File: config.mk
export PLATFORM = sky130hd
export DESIGN_NAME = dispatch_rs_alloc
export DESIGN_NICKNAME = d
export VERILOG_FILES = /design/src/rtl/dispatch_rs_alloc.sv
export SDC_FILE = /design/constraint.sdc
export NUM_CORES = 1
export LEC_CHECK = 0
export ABC_AREA = 0
export CELL_PAD_IN_SITES_DETAIL_PLACEMENT = 1
export CELL_PAD_IN_SITES_GLOBAL_PLACEMENT = 1
export CORE_MARGIN = 5
export CORE_UTILIZATION = 37
export DETAILED_ROUTE_END_ITERATION = 8
export PLACE_DENSITY = 0.78
export SKIP_CTS_REPAIR_TIMING = 1
export SYNTH_ARGS = -nofsm -noshare
export SYNTH_HDL_FRONTEND = slang
export SYNTH_SLANG_ARGS = --single-unit
File: constraint.sdc
create_clock -name clk -period 2.5 [get_ports clk]
set_clock_uncertainty 0.2 [all_clocks]
set_input_delay 0.75 -clock clk [delete_from_list [all_inputs] [get_ports clk]]
set_output_delay 0.75 -clock clk [all_outputs]
set_load 0.03 [all_outputs]
File: src/rtl/dispatch_rs_alloc.sv
// Two-wide dispatch stage: holds up to two decoded instructions, picks the
// lowest free reservation-station entry per class and issues each instruction
// through a registered write port, keeping slot0 strictly ahead of slot1.
//
// Handshake: the decoder pair is transferred on the rising edge where
// in_valid && in_ready; in_ready never depends on in_valid, and the decoder
// must hold its pair stable until that edge.
module dispatch_rs_alloc #(
    parameter int DATA_W = 76,
    parameter int N_CPX  = 2,
    parameter int N_SMP  = 2,
    parameter int N_FP   = 2,
    parameter int IDX_W  = 3,
    parameter int CNT_W  = 16
) (
    input  logic              clk,
    input  logic              rst_n,
    input  logic              in_valid,
    output logic              in_ready,
    input  logic [1:0]        instA_ctrl,
    input  logic [DATA_W-1:0] instA_data,
    input  logic [1:0]        instB_ctrl,
    input  logic [DATA_W-1:0] instB_data,
    input  logic              flush,
    input  logic [N_CPX-1:0]  cpx_release,
    input  logic [N_SMP-1:0]  smp_release,
    input  logic [N_FP-1:0]   fp_release,
    output logic              wr0_valid,
    output logic [1:0]        wr0_class,
    output logic [IDX_W-1:0]  wr0_idx,
    output logic [DATA_W-1:0] wr0_data,
    output logic              wr1_valid,
    output logic [1:0]        wr1_class,
    output logic [IDX_W-1:0]  wr1_idx,
    output logic [DATA_W-1:0] wr1_data,
    output logic [N_CPX-1:0]  cpx_occ,
    output logic [N_SMP-1:0]  smp_occ,
    output logic [N_FP-1:0]   fp_occ,
    output logic              stall,
    output logic [CNT_W-1:0]  stall_cnt
);

    localparam logic [1:0] CLS_NOP = 2'b00;
    localparam logic [1:0] CLS_CPX = 2'b01;
    localparam logic [1:0] CLS_FP  = 2'b10;
    localparam logic [1:0] CLS_SMP = 2'b11;

    typedef struct packed {
        logic             ok;
        logic [1:0]       cls;
        logic [IDX_W-1:0] idx;
    } pick_t;

    // Lowest clear bit among the first n entries of a busy vector: {found, idx}.
    function automatic logic [IDX_W:0] lowest_free(input logic [7:0] busy, input int n);
        logic [IDX_W:0] res;
        res = '0;
        for (int i = n - 1; i >= 0; i--) begin
            if (!busy[i]) res = {1'b1, IDX_W'(i)};
        end
        return res;
    endfunction

    // Entry choice for one instruction; simple overflows into the complex pool.
    function automatic pick_t pick_entry(input logic [1:0] ctrl, input logic [7:0] cpx_busy,
                                         input logic [7:0] smp_busy, input logic [7:0] fp_busy);
        logic [IDX_W:0] c;
        logic [IDX_W:0] s;
        logic [IDX_W:0] f;
        pick_t          res;
        c   = lowest_free(cpx_busy, N_CPX);
        s   = lowest_free(smp_busy, N_SMP);
        f   = lowest_free(fp_busy, N_FP);
        res = '0;
        case (ctrl)
            CLS_CPX: if (c[IDX_W]) res = {1'b1, CLS_CPX, c[IDX_W-1:0]};
            CLS_FP:  if (f[IDX_W]) res = {1'b1, CLS_FP, f[IDX_W-1:0]};
            CLS_SMP: begin
                if (s[IDX_W])      res = {1'b1, CLS_SMP, s[IDX_W-1:0]};
                else if (c[IDX_W]) res = {1'b1, CLS_CPX, c[IDX_W-1:0]};
            end
            default: res = '0;
        endcase
        return res;
    endfunction

    // Hold buffer, occupancy, write-port and counter state.
    logic              slot0_v_q, slot0_v_d, slot1_v_q, slot1_v_d;
    logic [1:0]        slot0_ctrl_q, slot0_ctrl_d, slot1_ctrl_q, slot1_ctrl_d;
    logic [DATA_W-1:0] slot0_data_q, slot0_data_d, slot1_data_q, slot1_data_d;
    logic [N_CPX-1:0]  cpx_occ_q, cpx_occ_d;
    logic [N_SMP-1:0]  smp_occ_q, smp_occ_d;
    logic [N_FP-1:0]   fp_occ_q, fp_occ_d;
    logic              wr0_valid_q, wr0_valid_d, wr1_valid_q, wr1_valid_d;
    logic [1:0]        wr0_class_q, wr0_class_d, wr1_class_q, wr1_class_d;
    logic [IDX_W-1:0]  wr0_idx_q, wr0_idx_d, wr1_idx_q, wr1_idx_d;
    logic [DATA_W-1:0] wr0_data_q, wr0_data_d, wr1_data_q, wr1_data_d;
    logic [CNT_W-1:0]  stall_cnt_q, stall_cnt_d;

    pick_t             p0, p1;
    logic              disp0, disp1;
    logic [N_CPX-1:0]  cpx_take0, cpx_take1;
    logic [N_SMP-1:0]  smp_take0, smp_take1;
    logic [N_FP-1:0]   fp_take0, fp_take1;

    // Allocation: slot0 against current occupancy, slot1 against what slot0 leaves.
    always_comb begin
        cpx_take0 = '0;
        cpx_take1 = '0;
        smp_take0 = '0;
        smp_take1 = '0;
        fp_take0  = '0;
        fp_take1  = '0;
        p0    = pick_entry(slot0_ctrl_q, 8'(cpx_occ_q), 8'(smp_occ_q), 8'(fp_occ_q));
        disp0 = slot0_v_q && p0.ok;
        for (int i = 0; i < N_CPX; i++) cpx_take0[i] = disp0 && p0.cls == CLS_CPX && p0.idx == IDX_W'(i);
        for (int i = 0; i < N_SMP; i++) smp_take0[i] = disp0 && p0.cls == CLS_SMP && p0.idx == IDX_W'(i);
        for (int i = 0; i < N_FP; i++)  fp_take0[i]  = disp0 && p0.cls == CLS_FP  && p0.idx == IDX_W'(i);
        p1    = pick_entry(slot1_ctrl_q, 8'(cpx_occ_q | cpx_take0), 8'(smp_occ_q | smp_take0),
                           8'(fp_occ_q | fp_take0));
        disp1 = slot1_v_q && p1.ok && (disp0 || !slot0_v_q);
        for (int i = 0; i < N_CPX; i++) cpx_take1[i] = disp1 && p1.cls == CLS_CPX && p1.idx == IDX_W'(i);
        for (int i = 0; i < N_SMP; i++) smp_take1[i] = disp1 && p1.cls == CLS_SMP && p1.idx == IDX_W'(i);
        for (int i = 0; i < N_FP; i++)  fp_take1[i]  = disp1 && p1.cls == CLS_FP  && p1.idx == IDX_W'(i);
    end

    assign stall    = slot0_v_q && !disp0;
    assign in_ready = (!slot0_v_q || disp0) && (!slot1_v_q || disp1) && !flush;

    // Next state: drain/shift slots, accept a new pair, update pools; flush wins.
    always_comb begin
        slot0_v_d    = slot0_v_q;
        slot0_ctrl_d = slot0_ctrl_q;
        slot0_data_d = slot0_data_q;
        slot1_v_d    = slot1_v_q;
        slot1_ctrl_d = slot1_ctrl_q;
        slot1_data_d = slot1_data_q;
        cpx_occ_d    = (cpx_occ_q & ~cpx_release) | cpx_take0 | cpx_take1;
        smp_occ_d    = (smp_occ_q & ~smp_release) | smp_take0 | smp_take1;
        fp_occ_d     = (fp_occ_q & ~fp_release) | fp_take0 | fp_take1;
        wr0_valid_d  = disp0;
        wr0_class_d  = disp0 ? p0.cls : wr0_class_q;
        wr0_idx_d    = disp0 ? p0.idx : wr0_idx_q;
        wr0_data_d   = disp0 ? slot0_data_q : wr0_data_q;
        wr1_valid_d  = disp1;
        wr1_class_d  = disp1 ? p1.cls : wr1_class_q;
        wr1_idx_d    = disp1 ? p1.idx : wr1_idx_q;
        wr1_data_d   = disp1 ? slot1_data_q : wr1_data_q;
        stall_cnt_d  = (stall && stall_cnt_q != '1) ? stall_cnt_q + CNT_W'(1) : stall_cnt_q;

        if ((!slot0_v_q || disp0) && (!slot1_v_q || disp1)) begin
            slot0_v_d = 1'b0;
            slot1_v_d = 1'b0;
        end else if (!slot0_v_q || disp0) begin
            slot0_v_d    = slot1_v_q;
            slot0_ctrl_d = slot1_ctrl_q;
            slot0_data_d = slot1_data_q;
            slot1_v_d    = 1'b0;
        end

        // Nops are squeezed out so slot0 always holds the oldest real instruction.
        if (in_valid && in_ready) begin
            if (instA_ctrl != CLS_NOP) begin
                slot0_v_d    = 1'b1;
                slot0_ctrl_d = instA_ctrl;
                slot0_data_d = instA_data;
                slot1_v_d    = instB_ctrl != CLS_NOP;
                slot1_ctrl_d = instB_ctrl;
                slot1_data_d = instB_data;
            end else begin
                slot0_v_d    = instB_ctrl != CLS_NOP;
                slot0_ctrl_d = instB_ctrl;
                slot0_data_d = instB_data;
                slot1_v_d    = 1'b0;
            end
        end

        if (flush) begin
            slot0_v_d   = 1'b0;
            slot1_v_d   = 1'b0;
            cpx_occ_d   = '0;
            smp_occ_d   = '0;
            fp_occ_d    = '0;
            wr0_valid_d = 1'b0;
            wr1_valid_d = 1'b0;
            stall_cnt_d = stall_cnt_q;
        end
    end

    // State registers with asynchronous reset.
    always_ff @(posedge clk or negedge rst_n) begin
        if (!rst_n) begin
            slot0_v_q    <= 1'b0;
            slot0_ctrl_q <= '0;
            slot0_data_q <= '0;
            slot1_v_q    <= 1'b0;
            slot1_ctrl_q <= '0;
            slot1_data_q <= '0;
            cpx_occ_q    <= '0;
            smp_occ_q    <= '0;
            fp_occ_q     <= '0;
            wr0_valid_q  <= 1'b0;
            wr0_class_q  <= '0;
            wr0_idx_q    <= '0;
            wr0_data_q   <= '0;
            wr1_valid_q  <= 1'b0;
            wr1_class_q  <= '0;
            wr1_idx_q    <= '0;
            wr1_data_q   <= '0;
            stall_cnt_q  <= '0;
        end else begin
            slot0_v_q    <= slot0_v_d;
            slot0_ctrl_q <= slot0_ctrl_d;
            slot0_data_q <= slot0_data_d;
            slot1_v_q    <= slot1_v_d;
            slot1_ctrl_q <= slot1_ctrl_d;
            slot1_data_q <= slot1_data_d;
            cpx_occ_q    <= cpx_occ_d;
            smp_occ_q    <= smp_occ_d;
            fp_occ_q     <= fp_occ_d;
            wr0_valid_q  <= wr0_valid_d;
            wr0_class_q  <= wr0_class_d;
            wr0_idx_q    <= wr0_idx_d;
            wr0_data_q   <= wr0_data_d;
            wr1_valid_q  <= wr1_valid_d;
            wr1_class_q  <= wr1_class_d;
            wr1_idx_q    <= wr1_idx_d;
            wr1_data_q   <= wr1_data_d;
            stall_cnt_q  <= stall_cnt_d;
        end
    end

    assign wr0_valid = wr0_valid_q;
    assign wr0_class = wr0_class_q;
    assign wr0_idx   = wr0_idx_q;
    assign wr0_data  = wr0_data_q;
    assign wr1_valid = wr1_valid_q;
    assign wr1_class = wr1_class_q;
    assign wr1_idx   = wr1_idx_q;
    assign wr1_data  = wr1_data_q;
    assign cpx_occ   = cpx_occ_q;
    assign smp_occ   = smp_occ_q;
    assign fp_occ    = fp_occ_q;
    assign stall_cnt = stall_cnt_q;

endmodule

# [Yosys cells after proc, flatten, opt, wreduce, memory -nomap -nowiden]
# Cells that the tools add are included.
# W data, S select, Z words.
[op_classes] add_sub_neg=1 eq_ne=16 muxes=43 bitwise_logic=16 reduce_logical=41
[op_table] cell="$mux W76" n=4
[op_table] cell="$mux W4" n=12
[op_table] cell="$mux W6" n=6
[op_table] cell="$pmux W6 S3" n=2
[op_table] cell="$logic_and A1 B1 Y1" n=26
[op_table] cell="$or A2 B2 Y2" n=9
[op_table] cell="$add A16 B1 Y16 const B" n=1
[op_table] cell="$eq A2 B2 Y1 const B" n=8
[op_table] cell="$ne A16 B16 Y1 const B" n=1
[op_table] cell="$mux W2" n=7
[op_table] cell="$mux W1" n=12
[op_table] cell="$eq A2 B1 Y1 const B" n=4
[op_table] cell="$and A2 B2 Y2" n=3
[op_table] cell="$eq A3 B1 Y1 const B" n=2
[op_table] cell="$logic_not A3 Y1" n=2
[op_table] cell="$not A2 Y2" n=3
[op_table] cell="$reduce_and A2 Y1" n=3
[op_table] cell="$reduce_bool A2 Y1" n=3
[op_table] cell="$logic_not A1 Y1" n=4
[op_table] cell="$reduce_bool A4 Y1" n=1
[op_table] cell="$logic_or A1 B1 Y1" n=2
[op_table] cell="$ne A2 B1 Y1 const B" n=1
[op_table] cell="$not A1 Y1" n=1
[totals] register_bits=344 inputBits=166 output_inout_bits=188 elab_cells=135

# [Longest topological paths before layout]
[logic_depth] word_depth=22 depth_mapped=9 depth_no_buf=6

# [Worst setup path before layout]
# Ideal clock, no wire load.
[synth_timing] path_kind="register to output" start="reg smp_occ_q[0] (netlist: smp_occ[0])" end="out in_ready" arrival_time_ps=2444 required_ps=1550 slack_ps=-894 stages_incl_launch_ff=10 path_buffers=4 cell_sequence="dfrtp_1 -> buf_2 -> o2111ai_1 -> nand4_1 -> o21ai_2 -> buf_4 -> buf_4 -> buf_2 -> nor2_1 -> nor3_1"
[synth_via] elab_chain_cells=17 word_cells_on_any_way=37 cone_classes="eq/ne: 4; mux: 13; bitwise: 3; reduce/logical: 17"
[synth_lines] element="start: declaration" line_no="92" source="logic [N_SMP-1:0] smp_occ_q, smp_occ_d;"
[synth_lines] element="start signal: assignment" line_no="219" source="smp_occ_q <= smp_occ_d;"
[synth_lines] element="$mux W4" line_no="59" source="if (!busy[i]) res = {1'b1, IDX_W'(i)};"
[synth_lines] element="$mux W6" line_no="79" source="if (s[IDX_W]) res = {1'b1, CLS_SMP, s[IDX_W-1:0]};"
[synth_lines] element="$pmux W6 S3" line_no="75" source="case (ctrl)"
[synth_lines] element="$eq A2 B1 Y1 or $logic_and A1 B1 Y1 (tied branches)" line_no="116, 115"
[synth_lines] element="$logic_and A1 B1 Y1 (2 in a row)" line_no="116" source="for (int i = 0; i < N_CPX; i++) cpx_take0[i] = disp0 && p0.cls == CLS_CPX && p0.idx == IDX_W'(i);"
[synth_lines] element="$or A2 B2 Y2" line_no="119" source="p1 = pick_entry(slot1_ctrl_q, 8'(cpx_occ_q | cpx_take0), 8'(smp_occ_q | smp_take0),"
[synth_lines] element="$mux W4 (2 in a row)" line_no="59"
[synth_lines] element="$mux W6" line_no="76, 80"
[synth_lines] element="$mux W6" line_no="79"
[synth_lines] element="$pmux W6 S3" line_no="75"
[synth_lines] element="$logic_and A1 B1 Y1 (2 in a row)" line_no="121" source="disp1 = slot1_v_q && p1.ok && (disp0 || !slot0_v_q);"
[synth_lines] element="$logic_or A1 B1 Y1" line_no="128" source="assign in_ready = (!slot0_v_q || disp0) && (!slot1_v_q || disp1) && !flush;"
[synth_lines] element="$logic_and A1 B1 Y1 * (2 in a row)" line_no="128"
[synth_lines] element="end: declaration" line_no="19" source="output logic in_ready,"
# Mark *: on every way between the ends. The rest lies on a longest branch, timed or not.

# [Worst setup path after layout]
[layout_timing] start="reg slot0_ctrl_q[0]" end="out in_ready"
[layout_via] elab_chain_cells=16 word_cells_on_any_way=38 cone_classes="eq/ne: 7; mux: 11; bitwise: 3; reduce/logical: 17"
[layout_lines] element="start: declaration" line_no="89" source="logic [1:0] slot0_ctrl_q, slot0_ctrl_d, slot1_ctrl_q, slot1_ctrl_d;"
[layout_lines] element="start signal: assignment" line_no="213" source="slot0_ctrl_q <= slot0_ctrl_d;"
[layout_lines] element="$eq A2 B2 Y1 or $eq A2 B1 Y1 (tied branches)" line_no="75"
[layout_lines] element="$pmux W6 S3 *" line_no="75"
[layout_lines] element="$eq A2 B1 Y1 or $logic_and A1 B1 Y1 (tied branches)" line_no="116, 115"
[layout_lines] element="$logic_and A1 B1 Y1 (2 in a row)" line_no="116"
[layout_lines] element="$or A2 B2 Y2" line_no="119"
[layout_lines] element="$mux W4 (2 in a row)" line_no="59"
[layout_lines] element="$mux W6" line_no="76, 80"
[layout_lines] element="$mux W6" line_no="79"
[layout_lines] element="$pmux W6 S3" line_no="75"
[layout_lines] element="$logic_and A1 B1 Y1 (2 in a row)" line_no="121"
[layout_lines] element="$logic_or A1 B1 Y1" line_no="128"
[layout_lines] element="$logic_and A1 B1 Y1 * (2 in a row)" line_no="128"
# Marks and branches as above.

==> impl_metrics.csv <==
group,metric,value,unit
placement,routabilityCongestion,0.851,
routing,totalWireLength,55500,um
floorplanning,floorplan.io_pins,354,
setup_path,worst-path-max-fanout,6,
synth,ys_seq_elements,340,
setup_path,category_of_the_critical_setup_timing_path,"reg -> out",
synth,syn_area_per_cell,13.3,sq um
grt,global_route.overflow_total,0,
placement,hpwlAfterDp,36000,um
setup_path,critical_path_arrival,2.13,ns
run_status,run_status,"complete, but fails checks",
clock_tree,clkTransAtPathRegs,0.06,ns
synth,netlist.area_leader.share,55.2,%
pwr,swShare,38.7,%
floorplanning,core_area,41000,sq um
placement,placement.io_buffers,349,
cells_and_area,area.growth.synth_to_final,45.6,%
routing,routed_via_density,5.69,
routing,vias,12100,
grt,grt_pass1_wl,81700,um
sta,report.final.hold_viol_count,0,
pwr,finalPower,0.0265,W
synth,synth.distinct_cells,63,
sta,tns,-6.66,ns
min_path,holdCritPathClass,"reg -> reg",
setup_path,critical-path-max-stage-delay,0.46,ns
clock_tree,clk-insertion-delay-late,0.55,ns
synth,async_reset_ff_share,100,%
setup_path,timing.critical_path.cells,"buf_6 > nand2b_4 > o21ai_2 > or2_4 > clkinvlp_4 > nor3_4 > buf_12",
synth,post_synth_instance_area,15400,sq um
routing,detail_route.wl_per_cell,26.0,um
clock_tree,cts_max_path_buffers,3,
clock_tree,cts.root.buffer_cell,"sky130_fd_sc_hd__clkbuf_16",
placement,place_area,20200,sq um
pwr,share_clk_of_total_power,22.4,%
clock_tree,cts_tree,"done",
pwr,p_seq_share,34.3,%
cells_and_area,post-route-cell-area,22400,sq um
job,timing.max_cap.violations,0,
setup_path,critical_path.top_delay_family,"simple AND/OR/NAND/NOR gates",
pwr,power.share.combinational,43.3,%
clock_tree,total_number_of_clock_tree_sinks,340,
synth,synth.cells.most_frequent,"sky130_fd_sc_hd__dfrtp_1 (340), sky130_fd_sc_hd__mux2_2 (216), sky130_fd_sc_hd__a311oi_1 (78), sky130_fd_sc_hd__nor4_1 (78)",
pwr,cellInternalPower,0.0163,W
synth,synth-seq-area-share,55.2,%
routing,drtIter0Drc,691,
sta,rsz0062_at_grt,"true",
grt,antenna_found_initial,7,
sta,timing.final.ws_setup,-0.580,ns
cells_and_area,fillerInstances,3940,
synth,synth_most_common_cell,"sky130_fd_sc_hd__dfrtp_1",
setup_path,critical_path.slowest_cell,"sky130_fd_sc_hd__dfrtp_2",
pwr,leakage,10.7,nW
pwr,p_sw,0.0103,W
synth,yosys_most_used_dff,"sky130_fd_sc_hd__dfrtp_1",
setup_path,critical_path.reg2reg.startpoint,"slot0_ctrl_q[0]",
setup_path,setup.worst_path.start,"slot0_ctrl_q[0]",
setup_path,critical_path_endpoint_category,"output pin",
synth,ys_warn_count,0,
floorplanning,die_area,45800,sq um
cells_and_area,drive_above_1_share,28.9,%
routing,drt_pre_antenna_iters,5,
floorplanning,die-width,214,um
run_status,failed_checks,"negative setup slack",
placement,detailedPlace.worstSlack,-0.243,ns
floorplanning,initial_utilization,37.6,%
setup_path,critPathLaunchType,"register",
synth,synthCells,1160,
grt,first_global_vias,13500,
routing,drc_errors,0,
cells_and_area,post-route-util,54.7,%
floorplanning,vertical_extent_of_the_die,214,um
clock_tree,tritoncts.num_buffers,39,
routing,antenna_violating_nets_post_route,0,
synth,synth.top_cells.by_area,"sky130_fd_sc_hd__dfrtp_1 (55%), sky130_fd_sc_hd__mux2_2 (16%), sky130_fd_sc_hd__mux2i_1 (5.0%)",
min_path,worstHoldStart,"stall_cnt[10]",
setup_path,worst-path-buf-inv,3,
sta,max_freq,325,MHz
setup_path,critPathRequiredTime,1.55,ns
grt,grt_start_max_net_pins,78,
sta,final-setup-viol-count,109,
synth,library_cell_occupying_the_most_area_in_the_post_synthesis_netlist,"sky130_fd_sc_hd__dfrtp_1",
cells_and_area,nets,1732,
synth,synth_edf_count,0,
pwr,power_density,1180,nW/um^2
grt,grt_util_all_layers,22.2,%
floorplanning,core.rowCount,74,
sta,period_utilisation_layout,123,%
pwr,peakVddDrop,572,uV
sta,maxSlewViolCount,0,
clock_tree,cts_htree_levels,2,
sta,final_period_demand_of_the_worst_path,3.08,ns
[placed cells by master (no fill, tap or decap), types with 10 or more instances in the layout]
cell type and instances:
sky130_fd_sc_hd__nand2_1 20, sky130_fd_sc_hd__a311oi_1 77, sky130_fd_sc_hd__buf_4 77, sky130_fd_sc_hd__clkdlybuf4s50_1 164
sky130_fd_sc_hd__nor2_1 12, sky130_fd_sc_hd__dlymetal6s2s_1 182, sky130_fd_sc_hd__clkbuf_16 45, sky130_fd_sc_hd__nor4_1 78
sky130_fd_sc_hd__mux2_4 17, sky130_fd_sc_hd__a211oi_1 76, sky130_fd_sc_hd__mux2_2 216, sky130_fd_sc_hd__dfrtp_1 337
sky130_fd_sc_hd__clkbuf_8 10, sky130_fd_sc_hd__buf_12 32, sky130_fd_sc_hd__mux2i_1 77, sky130_fd_sc_hd__xnor2_1 14
sky130_fd_sc_hd__inv_1 10
[kinds of logic after synthesis]
group                    Yosys count  synth area share (%)
AO/OA/AOI/OAI                    206                  11.0
XOR/XNOR                          15                 0.853
adder cells (fa/ha/maj)            1                0.0812
buffers and inverters            125                  4.24
flip-flops                       340                  55.2
multiplexers                     310                  22.5
other                              1                0.0243
AND/OR/NAND/NOR                  162                  6.12
[stage by stage]
| stage | cells | hold WS, ns |
|---|---|---|
| 2_1_floorplan | 1163 | 0.254 |
| 3_3_place_gp | 2028 | 0.267 |
| 3_5_place_dp | 2028 | 0.279 |
| 4_1_cts | 2100 | -0.179 |
| 5_1_grt | 2130 | 0.316 |
| 6_report | 2130 | 0.298 |
[registers in the layout, summed over array words and instances (netlist names)]
| register | count |
|---|---|
| stall_cnt | 16 |
| wr0_valid | 1 |
| wr0_idx | 1 |
| fp_occ | 2 |
| slot1_data_q | 76 |
| slot0_ctrl_q | 2 |
| slot0_v_q | 1 |
| slot1_v_q | 1 |
| wr0_class | 2 |
| wr1_valid | 1 |
| wr1_idx | 1 |
| smp_occ | 2 |
| wr1_data | 76 |
| wr1_class | 2 |
| slot1_ctrl_q | 2 |
| slot0_data_q | 76 |
| cpx_occ | 2 |
| wr0_data | 76 |
[worst register-to-register path: cells and delay by family, from the launching register on]
| kind | cells | cell delay (ns) |
|---|---|---|
| compound gates | 3 | 0.57 |
| buf+inv | 4 | 0.75 |
| flops | 1 | 0.46 |
| simple gates | 1 | 0.16 |
| mux | 1 | 0.34 |
[final cells by class]
cell class / instances / area (sq um) / share of cell area, %
multi-input cells: 699 / 6400 / 28.6
inverters: 11 / 45.0 / 0.201
repair buffers: 474 / 5460 / 24.4
diodes: 2 / 5.00 / 0.0223
clock inverters: 14 / 184 / 0.820
flip-flops and latches: 340 / 8510 / 38.0
well taps: 532 / 666 / 2.97
clock buffers: 58 / 1150 / 5.12
[routing by layer]
layer	track usage, %	vias to the layer above	wire length, um	part of all wire (%)
met1	27.5	6377	23500	42
li1	-	5272	-	-
met3	4.72	107	2620	4.7
met2	37.6	361	27400	49
met5	0	-	68	0.12
met4	9.45	10	1930	3.5
[final timing paths]
check	to	slack, ns	cells past startpoint
worst max register to register	wr1_data[13]	-0.11	9
worst max-delay path	in_ready	-0.58	7
worst min register to register	stall_cnt[10]	0.30	1
min in group asynchronous	wr1_data[18]	0.45	2
max in group asynchronous	wr1_data[58]	0.86	4
worst min-delay path	stall_cnt[10]	0.30	1
[power by group through the flow]
stage          combinational (W)  clock, W  sequential (W)
6_report                  0.0115   0.00593         0.00910
5_1_grt                   0.0120   0.00630         0.00932
4_1_cts                   0.0113   0.00607         0.00912
3_5_place_dp              0.0112         0         0.00917
3_3_place_gp              0.0110         0         0.00903
2_1_floorplan            0.00369         0          0.0113
No activity file was read; power rests on OpenSTA's default activity.
==> RTL change (same flow settings) <==
Set the parameter `DATA_W` to 68 (it was 76).
--- a/src/rtl/dispatch_rs_alloc.sv
+++ b/src/rtl/dispatch_rs_alloc.sv
@@ -8,3 +8,3 @@
 module dispatch_rs_alloc #(
-    parameter int DATA_W = 76,
+    parameter int DATA_W = 68,
     parameter int N_CPX  = 2,
Ports: changed (resized instA_data, instB_data, wr0_data and wr1_data); port bits go from 354 to 322. The function was not compared with the original's and may differ.
==> RTL change against the original RTL <==
  * The flow still finishes with violations (negative setup slack)
  * First-iteration DRC count decreased by 8.2%
  * Sequential power is essentially flat
  * Cell area is 6.0% lower
  * Area after synthesis is 7.5% lower
  * Setup slack worse by 230 ps
  * Wire length down 2.7%
  * Sequential cell count decreased by 32
  * Power is 3.5% lower
  * Critical path type unchanged
  * Critical endpoint unchanged
  * Largest power group unchanged
==> RTL change: results (changes against the original RTL) <==
- HPWL Detailed: 33.2 mm (was 36.0 mm)
- Fraction of the mapped netlist area in adder cells: 0.0878% (was 0.0812%)
- Worst skew pair latency: 530 ps (was 550 ps)
- CP max FO: 5 (was 6)
- Number of buffers inserted by port buffering: 317 (was 349)
- Area share of the largest cell type after synthesis: 54.1% (was 55.2%)
- Placement-stage cell area: 19,000 sq um (was 20,200 sq um)
- 1st-iter DRT viols: 634 (was 691)
- Fraction of layout cells with a size suffix above 1: 27.3% (was 28.9%)
- Overall Global Routing Usage: 22.1% (was 22.2%)
- Final setup viols: 236 (was 109)
- Inst Count DP: 2,019 (was 2,028)
- Leakage Power: 9.51 nW (was 10.7 nW)
- Routed via count divided by cell count: 5.68 (was 5.69)
- Number of different library cells in the post-synthesis netlist: 56 (was 63)
- Result of the run: finished with violations (unchanged)
- Synth area leaders: sky130_fd_sc_hd__dfrtp_1 54%, sky130_fd_sc_hd__mux2_2 16%, sky130_fd_sc_hd__mux2i_1 4.8%, sky130_fd_sc_hd__a221oi_1 4.2%, sky130_fd_sc_hd__a211oi_1 3.7% (was sky130_fd_sc_hd__dfrtp_1 55%, sky130_fd_sc_hd__mux2_2 16%, sky130_fd_sc_hd__mux2i_1 5.0%, sky130_fd_sc_hd__a311oi_1 4.4%, sky130_fd_sc_hd__a211oi_1 3.8%)
- CP max stage cell: sky130_fd_sc_hd__or4bb_1 (was sky130_fd_sc_hd__dfrtp_2)
- Initial antenna violation count: 0 (was 7)
- XOR/XNOR share of the synthesized area: 0.983% (was 0.853%)
- Met1 demand-to-capacity share in global routing: 28.4% (was 27.5%)
- Wire length per cell: 25.6 um (was 26.0 um)
- Setup total negative slack: -37,050 ps (was -6660 ps)
- Clock buffer count from CTS: 37 (was 39)
- Compound-gate portion of the synthesized area: 12.9% (was 11.0%)
- Wire length of the first global-routing pass: 74.7 mm (was 81.7 mm)
- Number of nets in the finished design: 1,729 (was 1,732)
- Global placer's final weighted congestion: 0.803 (was 0.851)
- Met2 usage: 38.0% (was 37.6%)
- Average cell area after synthesis: 12.0 sq um (was 13.3 sq um)
- Multiplexer fraction of the synthesized cell area: 21.1% (was 22.5%)
- Final setup slack of the worst path: -808 ps (was -580 ps)
- Pre-CTS worst setup slack: -451 ps (was -243 ps)
- Top cell types by occurrence after synthesis: 308 x sky130_fd_sc_hd__dfrtp_1, 201 x sky130_fd_sc_hd__mux2_2, 83 x sky130_fd_sc_hd__a21oi_1, 81 x sky130_fd_sc_hd__nor2_1, 74 x sky130_fd_sc_hd__nor3_1 (was 340 x sky130_fd_sc_hd__dfrtp_1, 216 x sky130_fd_sc_hd__mux2_2, 78 x sky130_fd_sc_hd__a311oi_1, 78 x sky130_fd_sc_hd__nor4_1)
- Violations in the final reports: negative setup slack (unchanged)
## RTL change: changes by cell type in the layout (fill, tap and decap cells not counted), sizes merged, moves of 70 or more
cell,unedited run,this run
nor4,78,5
nor3,4,74
a311oi,78,0
dlymetal6s2s,182,58
a21oi,9,83
clkdlybuf4s50,164,256
## RTL change: area by class of cell
| type | count | area, sq um |
|---|---|---|
| Clock buffer | 52 | 1050 |
| Antenna cell | 3 | 7.51 |
| Multi-Input combinational cell | 772 | 6510 |
| Clock inverter | 4 | 47.5 |
| Timing Repair Buffer | 447 | 5060 |
| Sequential cell | 308 | 7720 |
| Inverter | 12 | 45.0 |
| Fill cell | 3813 | 16800 |
| Tap cell | 511 | 639 |
## RTL change: layer usage
metal	wire, um	vias to the layer above
li1	-	5214
met1	21800	6275
met2	27600	405
met3	3250	95
met4	1350	0
met5	0	-
## RTL change: path summary, 6_finish.rpt
check | slack (ps) | cells past startpoint | from | end
setup / recovery | -810 | 7 | slot0_ctrl_q[0]$_DFFE_PN0P_ | in_ready
hold / removal | 290 | 2 | wr0_class[0]$_DFFE_PN0N_ | wr0_class[0]$_DFFE_PN0N_
setup reg to reg | -430 | 10 | slot0_ctrl_q[1]$_DFFE_PN0P_ | slot1_data_q[18]$_DFFE_PN0P_
hold reg to reg | 290 | 2 | wr0_class[0]$_DFFE_PN0N_ | wr0_class[0]$_DFFE_PN0N_
max in group asynchronous | 820 | 3 | rst_n | wr0_data[3]$_DFFE_PN0N_
min in group asynchronous | 480 | 2 | rst_n | wr1_data[21]$_DFFE_PN0P_
## RTL change: power groups by stage
stage,combinational [mW],sequential (mW),clock [mW]
final,11.4,9.07,5.09
after global routing,12.0,9.29,5.39
after CTS,11.0,8.98,5.16
after detailed placement,10.9,9.00,0
after global placement,10.5,8.85,0
after floorplan,4.10,10.8,0
